File: config.mk
export PLATFORM = sky130hd
export DESIGN_NAME = aho_tx
export DESIGN_NICKNAME = d
export VERILOG_FILES = /design/src/rtl/aho_tx.sv
export SDC_FILE = /design/constraint.sdc
export NUM_CORES = 1
export LEC_CHECK = 0
export ABC_AREA = 1
export CORE_AREA = 2 2 65 82
export DETAILED_ROUTE_END_ITERATION = 10
export DIE_AREA = 0 0 67 84
export RECOVER_POWER = 50
export SLEW_MARGIN = 0
export SYNTH_ARGS = -nofsm -noshare
export SYNTH_HDL_FRONTEND = slang
export SYNTH_SLANG_ARGS = --single-unit
File: constraint.sdc
create_clock -name CLK -period 2.31 [get_ports CLK]
set_clock_uncertainty 0.05 [all_clocks]
set_input_delay 0.3465 -clock CLK [delete_from_list [all_inputs] [get_ports CLK]]
set_output_delay 0.3465 -clock CLK [all_outputs]
set_load 0.01 [all_outputs]
File: src/rtl/aho_tx.sv
// aho_tx: turns each sampled AHO event into an "AHO\n" byte message on a valid/ready stream.
// Optional build macro AHO_TX_CNT_EN adds a 16-bit CNT output counting accepted events.
module aho_tx #(
    parameter int PEND_MAX = 4,
    parameter int PEND_W   = 8
) (
    input  logic       CLK,
    input  logic       RST,
    input  logic       AHO,
    output logic [7:0] TXD,
    output logic       TXV,
    input  logic       TXR,
    output logic       BUSY,
    output logic       OVF
`ifdef AHO_TX_CNT_EN
    ,
    output logic [15:0] CNT
`endif
);

    // state | meaning
    // IDLE  | no message in progress, TXV low, TXD holds last byte
    // SEND  | presenting byte idx_q of "AHO\n"
    typedef enum logic {IDLE = 1'b0, SEND = 1'b1} state_t;

    state_t              state_q, state_d;
    logic [1:0]          idx_q, idx_d;
    logic [7:0]          txd_q, txd_d;
    logic [PEND_W-1:0]   pend_q, pend_d;
    logic                ovf_q, ovf_d;
    logic                start;
    logic                accept;

    function automatic logic [7:0] msg_byte(input logic [1:0] i);
        case (i)
            2'd0:    msg_byte = 8'h41;
            2'd1:    msg_byte = 8'h48;
            2'd2:    msg_byte = 8'h4F;
            default: msg_byte = 8'h0A;
        endcase
    endfunction

    always_comb begin
        state_d = state_q;
        idx_d   = idx_q;
        txd_d   = txd_q;
        start   = 1'b0;
        case (state_q)
            IDLE: begin
                if (pend_q != '0) begin
                    state_d = SEND;
                    idx_d   = 2'd0;
                    txd_d   = msg_byte(2'd0);
                    start   = 1'b1;
                end
            end
            SEND: begin
                if (TXR) begin
                    if (idx_q == 2'd3) begin
                        // Chain straight into the next message to avoid an idle bubble.
                        if (pend_q != '0) begin
                            idx_d = 2'd0;
                            txd_d = msg_byte(2'd0);
                            start = 1'b1;
                        end else begin
                            state_d = IDLE;
                        end
                    end else begin
                        idx_d = idx_q + 2'd1;
                        txd_d = msg_byte(idx_q + 2'd1);
                    end
                end
            end
            default: state_d = IDLE;
        endcase
    end

    always_comb begin
        accept = AHO && ((pend_q != PEND_W'(PEND_MAX)) || start);
        ovf_d  = ovf_q | (AHO & ~accept);
        pend_d = pend_q;
        case ({accept, start})
            2'b10:   pend_d = pend_q + PEND_W'(1);
            2'b01:   pend_d = pend_q - PEND_W'(1);
            default: pend_d = pend_q;
        endcase
    end

    always_ff @(posedge CLK or negedge RST) begin
        if (!RST) begin
            state_q <= IDLE;
            idx_q   <= 2'd0;
            txd_q   <= 8'h00;
            pend_q  <= '0;
            ovf_q   <= 1'b0;
        end else begin
            state_q <= state_d;
            idx_q   <= idx_d;
            txd_q   <= txd_d;
            pend_q  <= pend_d;
            ovf_q   <= ovf_d;
        end
    end

`ifdef AHO_TX_CNT_EN
    logic [15:0] cnt_q, cnt_d;

    always_comb begin
        cnt_d = cnt_q;
        if (accept) cnt_d = cnt_q + 16'd1;
    end

    always_ff @(posedge CLK or negedge RST) begin
        if (!RST) cnt_q <= 16'd0;
        else      cnt_q <= cnt_d;
    end

    assign CNT = cnt_q;
`endif

    assign TXD  = txd_q;
    assign TXV  = (state_q == SEND);
    assign BUSY = (state_q == SEND);
    assign OVF  = ovf_q;

endmodule
==> Word-level counts from Yosys, hierarchy flattened <==
Index checks and enable logic that the tools add are counted.
{ "classes": {"n_addsub": 3, "n_eq_ne": 7, "muxes": 17, "bitwise_logic": 4, "n_reduce_logical": 5} }
{ "op_table": {"columns": ["op", "n"], "rows": [
  ["$pmux 8 s2", 2],
  ["$mux 8", 3],
  ["$pmux 7 s3", 1],
  ["$add 8x1->8 const B", 1],
  ["$ne 8x3->1 const B", 1],
  ["$reduce_bool 8->1", 1],
  ["$sub 8x1->8 const B", 1],
  ["$eq 2x2->1 const B", 3],
  ["$mux 2", 3],
  ["$mux 1", 5],
  ["$eq 2x1->1 const B", 2],
  ["$pmux 1 s2", 2],
  ["$pmux 2 s2", 1],
  ["$add 2x1->2 const B", 1],
  ["$logic_not 2->1", 1],
  ["$ne 2x2->1 const B", 1],
  ["$not 1->1", 2],
  ["$reduce_bool 2->1", 1],
  ["$and 1x1->1", 1],
  ["$logic_and 1x1->1", 1],
  ["$logic_or 1x1->1", 1],
  ["$or 1x1->1", 1]
]} }
{ "totals": {"reg_bits": 20, "input_bits": 4, "out_inout_bits": 11, "elab_cells": 41} }

==> Logic depth before layout (Yosys ltp) <==
Gate-level depths: netlist of the first run.
{ "logic_depth": {"word_depth": 10, "mapped_depth": 15} }

==> Worst setup path before layout of the first run <==
No wires, ideal clock.
{ "synth_path": {"path_type": "reg-to-reg", "from": "register idx_q[0]", "to": "register pend_q[5]", "t_arrival_ps": 2074, "required_time_ps": 2143, "path_slack_ps": 69, "path_stages_with_launch": 13, "path_buffers": 0, "period_less_slack_ps": 2241, "path_cell_list": "dfrtp_1 > ha_1 > inv_1 > a21oi_2 > o21ai_4 > nor2_4 > ha_1 > or2_2 > nand2_1 > o21ai_0 > xor2_1 > nand2_1 > nand2_1"} }
{ "synth_between": {"elab_chain_cells": 8} }
{ "synth_lines": {"columns": ["item", "line", "source"], "rows": [
  ["start: declaration", "27", "logic [1:0] idx_q, idx_d;"],
  ["start signal: assignment", "98", "idx_q <= idx_d;"],
  ["$eq 2x2->1 *", "59", "if (idx_q == 2'd3) begin"],
  ["$mux 1 *", "59", null],
  ["$mux 1 *", "58", "if (TXR) begin"],
  ["$pmux 1 s2 *", "48", "case (state_q)"],
  ["$logic_or 1x1->1", "79", "accept = AHO && ((pend_q != PEND_W'(PEND_MAX)) || start);"],
  ["$logic_and 1x1->1", "79", null],
  ["$eq 2x1->1 or $eq 2x2->1 (tied branches)", "82", "case ({accept, start})"],
  ["$pmux 8 s2 or $reduce_bool 2->1 (tied branches)", null, null],
  ["end signal: assignment", "100", "pend_q <= pend_d;"],
  ["end: declaration", "29", "logic [PEND_W-1:0] pend_q, pend_d;"]
]} }
Mark *: on every way between the ends. The rest lies on a longest branch, timed or not.
A chain may end at the register's enable or synchronous reset.

==> Final worst setup path of the first run <==
{ "layout_path": {"from": "input TXR", "to": "register pend_q[4]"} }
{ "layout_between": {"elab_chain_cells": 6} }
{ "layout_lines": {"columns": ["item", "line", "source"], "rows": [
  ["start: declaration", "12", "input logic TXR,"],
  ["$mux 1 *", "58", null],
  ["$pmux 1 s2 *", "48", null],
  ["$logic_or 1x1->1", "79", null],
  ["$logic_and 1x1->1", "79", null],
  ["$eq 2x1->1 or $eq 2x2->1 (tied branches)", "82", null],
  ["$pmux 8 s2 or $reduce_bool 2->1 (tied branches)", null, null]
]} }
Marked as above.

==> flow_summary.ini, run 1 <==
[run_status]
status = finished clean

[grt]
grt_pass1_wl_mm = 4.754
grt_overflow = 0
antenna_found_initial = 0
grt_pass1_vias = 1104
grt_max_degree = 21
grt_usage_pct = 11.06

[critical_path]
path_class = in -> reg
crit_chain = clkdlybuf4s50_1 > nor2_2 > a21oi_4 > o21ai_4 > nor2_4 > buf_6 > inv_6 > fa_2 > o21bai_1 > xor2_1 > nand2_1 > nand2_1
cp_slowest_cell = clkdlybuf4s50_1
cp_top_family = buffers and inverters
crit_path_max_fanout = 6
r2r_slack_ps = 70
cp_data_arrival_time_ps = 2420
critPathMostFrequentCell = nand2_1
critPathBufInv = 3
cp_slowest_stage_delay_ps = 500
worstSetupStartpointType = input pin
critical_path.endpoint_type = flip-flop
worstPathRequired_ps = 2470

[clock_network]
htreeDepth = 1
cts_root_buf = clkbuf_8
cts_hold_buf = 0
numClockSinks = 20
path_clk_slew_ps = 80
cts_buffer_depth = 2
cts_made_buffers = 3
cts_tree = built
worstSkewPairLatency_ps = 270

[sta]
worst_slew_pin_slew_ps = 1092
finalHoldViolCount = 0
fin_crit_sh_pct = 97.66
setup_viol = 0
rsz0062_at_grt = yes
fmax_mhz = 443.3
drv_slew = 0
fin_crit_ps = 2256
slew_headroom_pct = 27.23

[cells_and_area]
fin_nets = 210
area_growth_pct = 41.23
instances_no_fill = 256
drive_above_1_share_pct = 26.80
fin_area_um2 = 1774
diodes = 0

[synth]
seq_area_frac_synth_pct = 39.84
synth_cells = 158
syn-num-nets = 173
netlist_area_um2 = 1256
ys_ff_latch = 20
ys_warn_count = 0
syn_avg_cell_area_um2 = 7.951
ys_types = 27

[floorplanning]
die-area_um2 = 5628
core_area_um2 = 4935
initial_utilization_pct = 25.46
dieHeight_um = 84
die_w_um = 67
rows = 29
pin_count = 15

[drt]
drc = 0
vias = 1117
drtAntennaViolNets = 0
drtIter0Drc = 50
drt-pass1-iter-count = 4
post_drt_wl_per_cell_um = 11.11
viasPerCell = 4.363
wl_mm = 2.845

[placed_design]
post-dp-hpwl_mm = 2.188
place_area_um2 = 1602
place.port_buffers = 14
dp_cells = 251
routabilityCongestion = 0.8728

[pwr]
cellPowerDensity_nw_per_um2 = 1101
p_leak_nw = 0.8747
clkPwrFrac_pct = 18.0
seq_power_share_pct = 29.1
peakVddDrop_v = 0.0002597
switching_share_pct = 38.37
power_frac_comb_pct = 52.9
netSwitchingPower_mw = 0.7496
intPower_mw = 1.204

[job]
maxCapViolCount = 0

[min_path]
min_path_type = reg -> reg
## final timing paths
check	endpoint	depth (start not counted)	from
worst max-delay path	pend_q[4]	12	TXR
min in group asynchronous	TXD[6]	2	RST
max in group asynchronous	pend_q[7]	2	RST
worst min-delay path	OVF	2	OVF
worst min register to register	OVF	2	OVF
worst max register to register	pend_q[4]	12	idx_q[1]
## sequential cells by signal (all words and copies together), names as in the netlist
register	flops
OVF	1
TXD	8
BUSY	1
pend_q	8
idx_q	2
## Yosys cell counts
cell type | n | area [µm²]
ha_1 | 10 | 125.1
buf_4 | 1 | 7.510
o21bai_1 | 1 | 7.510
o21ai_0 | 2 | 10.01
fa_1 | 1 | 20.02
or2_2 | 1 | 6.260
o21ai_4 | 1 | 16.27
nor2_4 | 1 | 11.26
o22ai_1 | 1 | 6.260
nor2_2 | 3 | 18.77
nor2_1 | 12 | 45.04
dfrtp_1 | 20 | 500.5
inv_6 | 1 | 8.760
inv_1 | 25 | 93.84
inv_2 | 1 | 3.750
a21oi_2 | 2 | 17.52
nand3_1 | 12 | 60.06
a21oi_1 | 4 | 20.02
xnor2_1 | 2 | 17.52
a21o_1 | 1 | 7.510
xor2_1 | 2 | 17.52
o211ai_1 | 1 | 7.510
nand2_1 | 44 | 165.2
nand2_2 | 1 | 6.260
o21ai_1 | 3 | 15.01
nand2_4 | 2 | 22.52
nand4_1 | 3 | 18.77
## worst register-to-register path, cell delays in order (launching register included)
cell and delay, ps:
dfrtp_1 370, ha_2 190, inv_2 50, a21oi_4 160, o21ai_4 80, nor2_4 260, buf_6 170, inv_6 30
fa_2 370, o21bai_1 180, xor2_1 160, nand2_1 60, nand2_1 50
## routing by layer
metal | GRT usage (%) | vias to the layer above | routed length, µm
li1 | - | 563 | -
met1 | 11.90 | 521 | 1099
met2 | 19.89 | 26 | 1562
met3 | 0.9447 | 7 | 84
met4 | 6.865 | 0 | 98
met5 | 0 | - | 0
## cell type report
type / instances / area [µm²]
Tap cell: 62 / 77.57
Clock inverter: 1 / 30.03
Sequential cell: 20 / 500.5
Inverter: 27 / 106.4
Clock buffer: 3 / 41.29
Multi-Input combinational cell: 110 / 732.0
Timing Repair Buffer: 33 / 286.5
Fill cell: 520 / 3161
## timing repair
action,CTS,global route
gates resized for setup,0,22
setup endpoints to repair,0,4
setup buffers,0,1
## kinds of logic (layout without fill, tap and decap cells)
kind of cell,Yosys count,after routing,share of synthesized area (%)
AOI/OAI and AO/OA,16,16,8.567
xor gates and xnor gates,4,4,2.789
adders and majority gates,11,11,11.55
buffers and inverters,28,64,9.064
DFF,20,20,39.84
and+or+nand+nor,79,79,28.19
## power groups by stage
| stage | Combinational, mW | Sequential [mW] | Clock [mW] |
|---|---|---|---|
| after detailed placement | 0.953 | 0.572 | 0 |
| after global placement | 0.937 | 0.568 | 0 |
| after global routing | 1.15 | 0.589 | 0.378 |
| final | 1.03 | 0.569 | 0.352 |
| after floorplan | 0.533 | 0.588 | 0 |
| after CTS | 0.959 | 0.564 | 0.359 |
## layout by cell type, fill, tap and decap left out
cell type        netlist  routed
a21oi_2                2       2
xnor2_1                2       2
bufinv_16              0       1
fa_2                   0       1
dfrtp_1               20      20
clkbuf_1               0       1
nand4_1                3       3
o21ai_4                1       1
buf_4                  1      16
inv_6                  1       1
dlygate4sd3_1          0       1
a21oi_4                0       1
ha_2                   0       1
a21o_1                 1       1
o21ai_1                3       3
o21ai_2                0       1
nand3_1               12      10
inv_2                  1       4
o21bai_1               1       1
nor2_2                 3       2
ha_4                   0       4
ha_1                  10       5
nand2_1               44      39
buf_6                  0       2
nand2_2                1       6
clkbuf_8               0       3
xor2_1                 2       2
nand3_2                0       2
o211ai_1               1       1
a21oi_1                4       3
o22ai_1                1       1
nor2_1                12      13
nor2_4                 1       1
clkdlybuf4s50_1        0      13
or2_2                  1       1
inv_1                 25      22
nand2_4                2       2
o21ai_0                2       1
## per-stage QoR
| step | utilization, % | setup WS [ps] | total power [mW] | hold slack (ps) | TNS (ps) |
|---|---|---|---|---|---|
| global route | 35.95 | -90.88 | 2.122 | 464.0 | -234.9 |
| finish | 35.95 | 53.95 | 1.954 | 415.0 | 0 |
| floorplan | - | 69.44 | 1.122 | 0.9089 | 0 |
| global placement | 32.45 | -154.1 | 1.505 | 400.7 | -713.6 |
| CTS | 33.90 | 61.03 | 1.882 | 379.7 | 0 |
| detailed placement | 32.45 | -202.3 | 1.525 | 403.9 | -952.8 |
Power figures use the tool's default switching activity.
==> run 2, diff against run 1 <==
--- a/config.mk
+++ b/config.mk
@@ -10,6 +10,7 @@
 export DETAILED_ROUTE_END_ITERATION = 10
 export DIE_AREA = 0 0 67 84
 export RECOVER_POWER = 50
+export SKIP_LAST_GASP = 1
 export SLEW_MARGIN = 0
 export SYNTH_ARGS = -nofsm -noshare
 export SYNTH_HDL_FRONTEND = slang
==> constraint.sdc (replaced) <==
create_clock -name CLK -period 2.85 [get_ports CLK]
set_clock_uncertainty 0.05 [all_clocks]
set_input_delay 0.4275 -clock CLK [delete_from_list [all_inputs] [get_ports CLK]]
set_output_delay 0.4275 -clock CLK [all_outputs]
set_load 0.01 [all_outputs]
==> flow_summary.ini, run 2 (same netlist as run 1, synthesis figures left out) <==
[run_status]
status = finished clean

[cells_and_area]
area_growth_pct = 22.51
fin_nets = 192
instances_no_fill = 238
final_cell_mix = nand2_1, inv_1, dfrtp_1
drive_above_1_share_pct = 9.091
diodes = 0
final_common_cell = nand2_1

[floorplanning]
dieHeight_um = 84
pin_count = 15
initial_utilization_pct = 25.46
die_w_um = 67
rows = 29
core_area_um2 = 4935
die-area_um2 = 5628

[sta]
rsz0062_at_grt = no
fmax_mhz = 406.2
worst_slew_pin_slew_ps = 900.2
fin_crit_ps = 2462
finalHoldViolCount = 0
whs_ps = 411.8
setup_tns_ps = 0
fin_crit_sh_pct = 86.38
drv_slew = 0
setup_viol = 0
slew_headroom_pct = 39.79

[critical_path]
crit_path_max_fanout = 9
crit_chain = dlygate4sd3_1 > nor2_2 > a21oi_2 > o21ai_4 > nor2_4 > buf_4 > inv_6 > fa_1 > inv_1 > nand4_1 > nand4_1 > nand2_1 > nand2_1 > nand2_1
cp_top_family = buffers and inverters
critPathMostFrequentCell = nand2_1
path_class = in -> reg
critPathBufInv = 4
worstSetupStartpointType = input pin
cp_slowest_stage_delay_ps = 560
critical_path.endpoint_type = flip-flop
cp_data_arrival_time_ps = 2570
worstPathRequired_ps = 2960
cp_slowest_cell = dlygate4sd3_1

[drt]
met2_wirelength_mm = 1.268
drc = 0
wl_met3_um = 70
drtIter0Drc = 37
wl_mm = 2.404
viasPerCell = 4.231
m1WireLength_mm = 1.013
drtAntennaViolNets = 0
drt-pass1-iter-count = 4
top_layer = met4
post_drt_wl_per_cell_um = 10.10
vias = 1007

[grt]
grt_usage_pct = 9.720
antenna_found_initial = 0
grt_pass1_wl_mm = 4.236
grt_pass1_vias = 1000
grt_overflow = 0
grt_max_degree = 21

[clock_network]
cts_made_buffers = 3
cts_root_buf = clkbuf_8
worstSkewPairLatency_ps = 260
cts_resized = 0
path_clk_slew_ps = 80
numClockSinks = 20
cts_buffer_depth = 2
cts_hold_buf = 0
htreeDepth = 1
cts_tree = built
cts_setup_buffers = 0

[pwr]
cellPowerDensity_nw_per_um2 = 884.0
p_leak_nw = 0.7971
peakVddDrop_v = 0.0001898

[placed_design]
place.port_buffers = 14
post-dp-hpwl_mm = 1.944
routabilityCongestion = 0.8065
dp_cells = 234

[min_path]
min_path_type = reg -> reg

[job]
maxCapViolCount = 0
## run 2: per-stage QoR
stage / worst slack, ps / util, % / power (mW) / instance area [µm²]
2_1_floorplan: 609.4 / - / 0.9091 / 1256
6_report: 388.2 / 31.19 / 1.360 / 1539
5_1_grt: 209.4 / 31.19 / 1.495 / 1539
3_5_place_dp: 146.2 / 29.87 / 1.103 / 1474
4_1_cts: 430.6 / 31.31 / 1.390 / 1545
3_3_place_gp: 184.5 / 29.87 / 1.094 / 1474
## run 2: where the power goes
group / switching, mW / internal, mW
Clock: 0.0954 / 0.188
Combinational: 0.336 / 0.259
Sequential: 0.0995 / 0.382
## run 2: routing by layer
| layer | vias to the layer above | GRT usage [%] |
|---|---|---|
| li1 | 532 | - |
| met1 | 456 | 10.29 |
| met2 | 15 | 17.91 |
| met3 | 4 | 1.215 |
| met4 | 0 | 5.009 |
| met5 | - | 0 |
## run 2: path summary, 6_finish.rpt
| check | from | end | slack [ps] | depth (start not counted) |
|---|---|---|---|---|
| setup / recovery | TXR | pend_q[6] | 390 | 14 |
| hold / removal | OVF | OVF | 410 | 2 |
| setup reg to reg | idx_q[0] | pend_q[6] | 500 | 14 |
| hold reg to reg | OVF | OVF | 410 | 2 |
| max in group asynchronous | RST | TXD[4] | 1510 | 1 |
| min in group asynchronous | RST | TXD[3] | 690 | 1 |
## run 2: layout make-up
cell class | count | area [µm²]
multi-input combinational | 110 | 635.6
inverter | 27 | 106.4
clock buffer | 3 | 41.29
clock inverter | 1 | 30.03
fill | 563 | 3396
timing repair buffer | 15 | 147.6
sequential | 20 | 500.5
tap | 62 | 77.57
## run 2: worst register-to-register path: cells and delay by family (launching register included)
family / cells / cell delay [ps]
AND/OR/NAND/NOR: 6 / 530
adder cells (fa/ha/maj): 2 / 610
AO/OA/AOI/OAI: 2 / 290
buffers and inverters: 4 / 370
flip-flops: 1 / 410
==> run 3, diff against run 2 <==
--- a/config.mk
+++ b/config.mk
@@ -6,10 +6,12 @@
 export NUM_CORES = 1
 export LEC_CHECK = 0
 export ABC_AREA = 1
-export CORE_AREA = 2 2 65 82
+export CORE_AREA = 3 3 66 83
 export DETAILED_ROUTE_END_ITERATION = 10
-export DIE_AREA = 0 0 67 84
+export DIE_AREA = 0 0 69 86
 export RECOVER_POWER = 50
+export REMOVE_ABC_BUFFERS = 1
+export SETUP_SLACK_MARGIN = 0.1
 export SKIP_LAST_GASP = 1
 export SLEW_MARGIN = 0
 export SYNTH_ARGS = -nofsm -noshare
==> flow_summary.ini, run 3 (same netlist as run 1, synthesis figures left out) <==
[clock_network]
numClockSinks = 20
cts_setup_buffers = 0
worstSkewPairLatency_ps = 260
cts_hold_buf = 0
cts_tree = built
htreeDepth = 1
cts_root_buf = clkbuf_8
cts_made_buffers = 3
cts_resized = 0
path_clk_slew_ps = 70
cts_buffer_depth = 2

[drt]
drtAntennaViolNets = 0
viasPerCell = 4.335
vias = 1023
post_drt_wl_per_cell_um = 10.53
drc = 0
drtIter0Drc = 61
drt-pass1-iter-count = 4
wl_mm = 2.484

[critical_path]
worstPathRequired_ps = 2950
crit_path_max_fanout = 5
path_class = in -> reg
critical_path.endpoint_type = flip-flop
worstSetupStartpointType = input pin
r2r_slack_ps = 450
cp_data_arrival_time_ps = 2620

[cells_and_area]
fillers = 517
fin_nets = 192
seq_area_um2 = 500.5
drive_above_1_share_pct = 9.091
area_growth_pct = 22.31
diodes = 0
multiInputGateArea_um2 = 635.6
final_cell_mix = nand2_1, inv_1, dfrtp_1
final_common_cell = nand2_1

[sta]
setup_viol = 0
fin_crit_ps = 2520
rsz0062_at_grt = no
fin_crit_sh_pct = 88.41
fmax_mhz = 396.9
setup_tns_ps = 0
worst_slew_pin_slew_ps = 895.7
whs_ps = 431.8
drv_slew = 0
slew_headroom_pct = 40.09
finalHoldViolCount = 0

[placed_design]
place.port_buffers = 14
routabilityCongestion = 0.8266
post-dp-hpwl_mm = 1.918

[floorplanning]
die-area_um2 = 5934
dieHeight_um = 86
die_w_um = 69
initial_utilization_pct = 26.37
pin_count = 15
core_area_um2 = 4765
rows = 28

[run_status]
status = finished clean

[job]
maxCapViolCount = 0

[pwr]
cellPowerDensity_nw_per_um2 = 891.2
peakVddDrop_v = 0.0002080
p_leak_nw = 0.7971

[grt]
grt_pass1_vias = 1035
grt_overflow = 0
grt_max_degree = 21
grt_pass1_wl_mm = 4.450
antenna_found_initial = 0
grt_usage_pct = 9.220

[min_path]
min_path_type = reg -> reg
run 3: cell counts in the layout (fill, tap and decap cells not counted):
Identical to the previous run, type by type.
run 3: power by group:
group          switching, mW  leakage (nW)  internal (mW)
sequential            0.0997         0.245          0.382
combinational          0.343         0.517          0.261
clock                 0.0964        0.0357          0.188
total                  0.539         0.797          0.831
run 3: worst max-delay path: stages:
cell and delay, ps:
dlygate4sd3_1 570, nor2_2 70, a21oi_2 150, o21ai_4 110, nor2_4 190, buf_4 170
ha_1 270, nand2_1 120, inv_1 40, a21oi_1 130, nand2_1 90, nand3_1 120
nand2_1 60, nand2_1 60, nand2_1 50
run 3: cell type report:
| class | instances | area share (%) |
|---|---|---|
| Clock buffer | 3 | 2.687 |
| Inverter | 27 | 6.922 |
| Sequential cell | 20 | 32.57 |
| Multi-Input combinational cell | 110 | 41.37 |
| Clock inverter | 1 | 1.954 |
| Timing Repair Buffer | 15 | 9.609 |
| Tap cell | 60 | 4.886 |
run 3: metrics by stage:
stage	worst slack, ps	cells	utilization [%]	cell area (µm²)	total power, mW
3_5_place_dp	106.8	232	30.88	1471	1.102
6_report	330.2	236	32.25	1536	1.369
4_1_cts	375.5	236	32.38	1543	1.390
5_1_grt	141.7	236	32.25	1536	1.496
3_3_place_gp	145.0	232	30.88	1471	1.089
2_1_floorplan	609.0	157	-	1249	0.9084
run 3: path summary, 6_finish.rpt:
kind	start	to	cells after the start
worst max-delay path	TXR	pend_q[7]	15
worst min-delay path	OVF	OVF	2
worst max register to register	idx_q[1]	pend_q[7]	15
worst min register to register	OVF	OVF	2
max in group asynchronous	RST	TXD[4]	1
min in group asynchronous	RST	TXD[2]	1
run 3: per-layer routing:
| layer | vias up | wire, µm | track usage [%] |
|---|---|---|---|
| met4 | 0 | 43 | 3.730 |
| li1 | 528 | - | - |
| met1 | 469 | 1030 | 9.476 |
| met3 | 5 | 96 | 1.993 |
| met5 | - | 0 | 0 |
| met2 | 21 | 1314 | 17.88 |
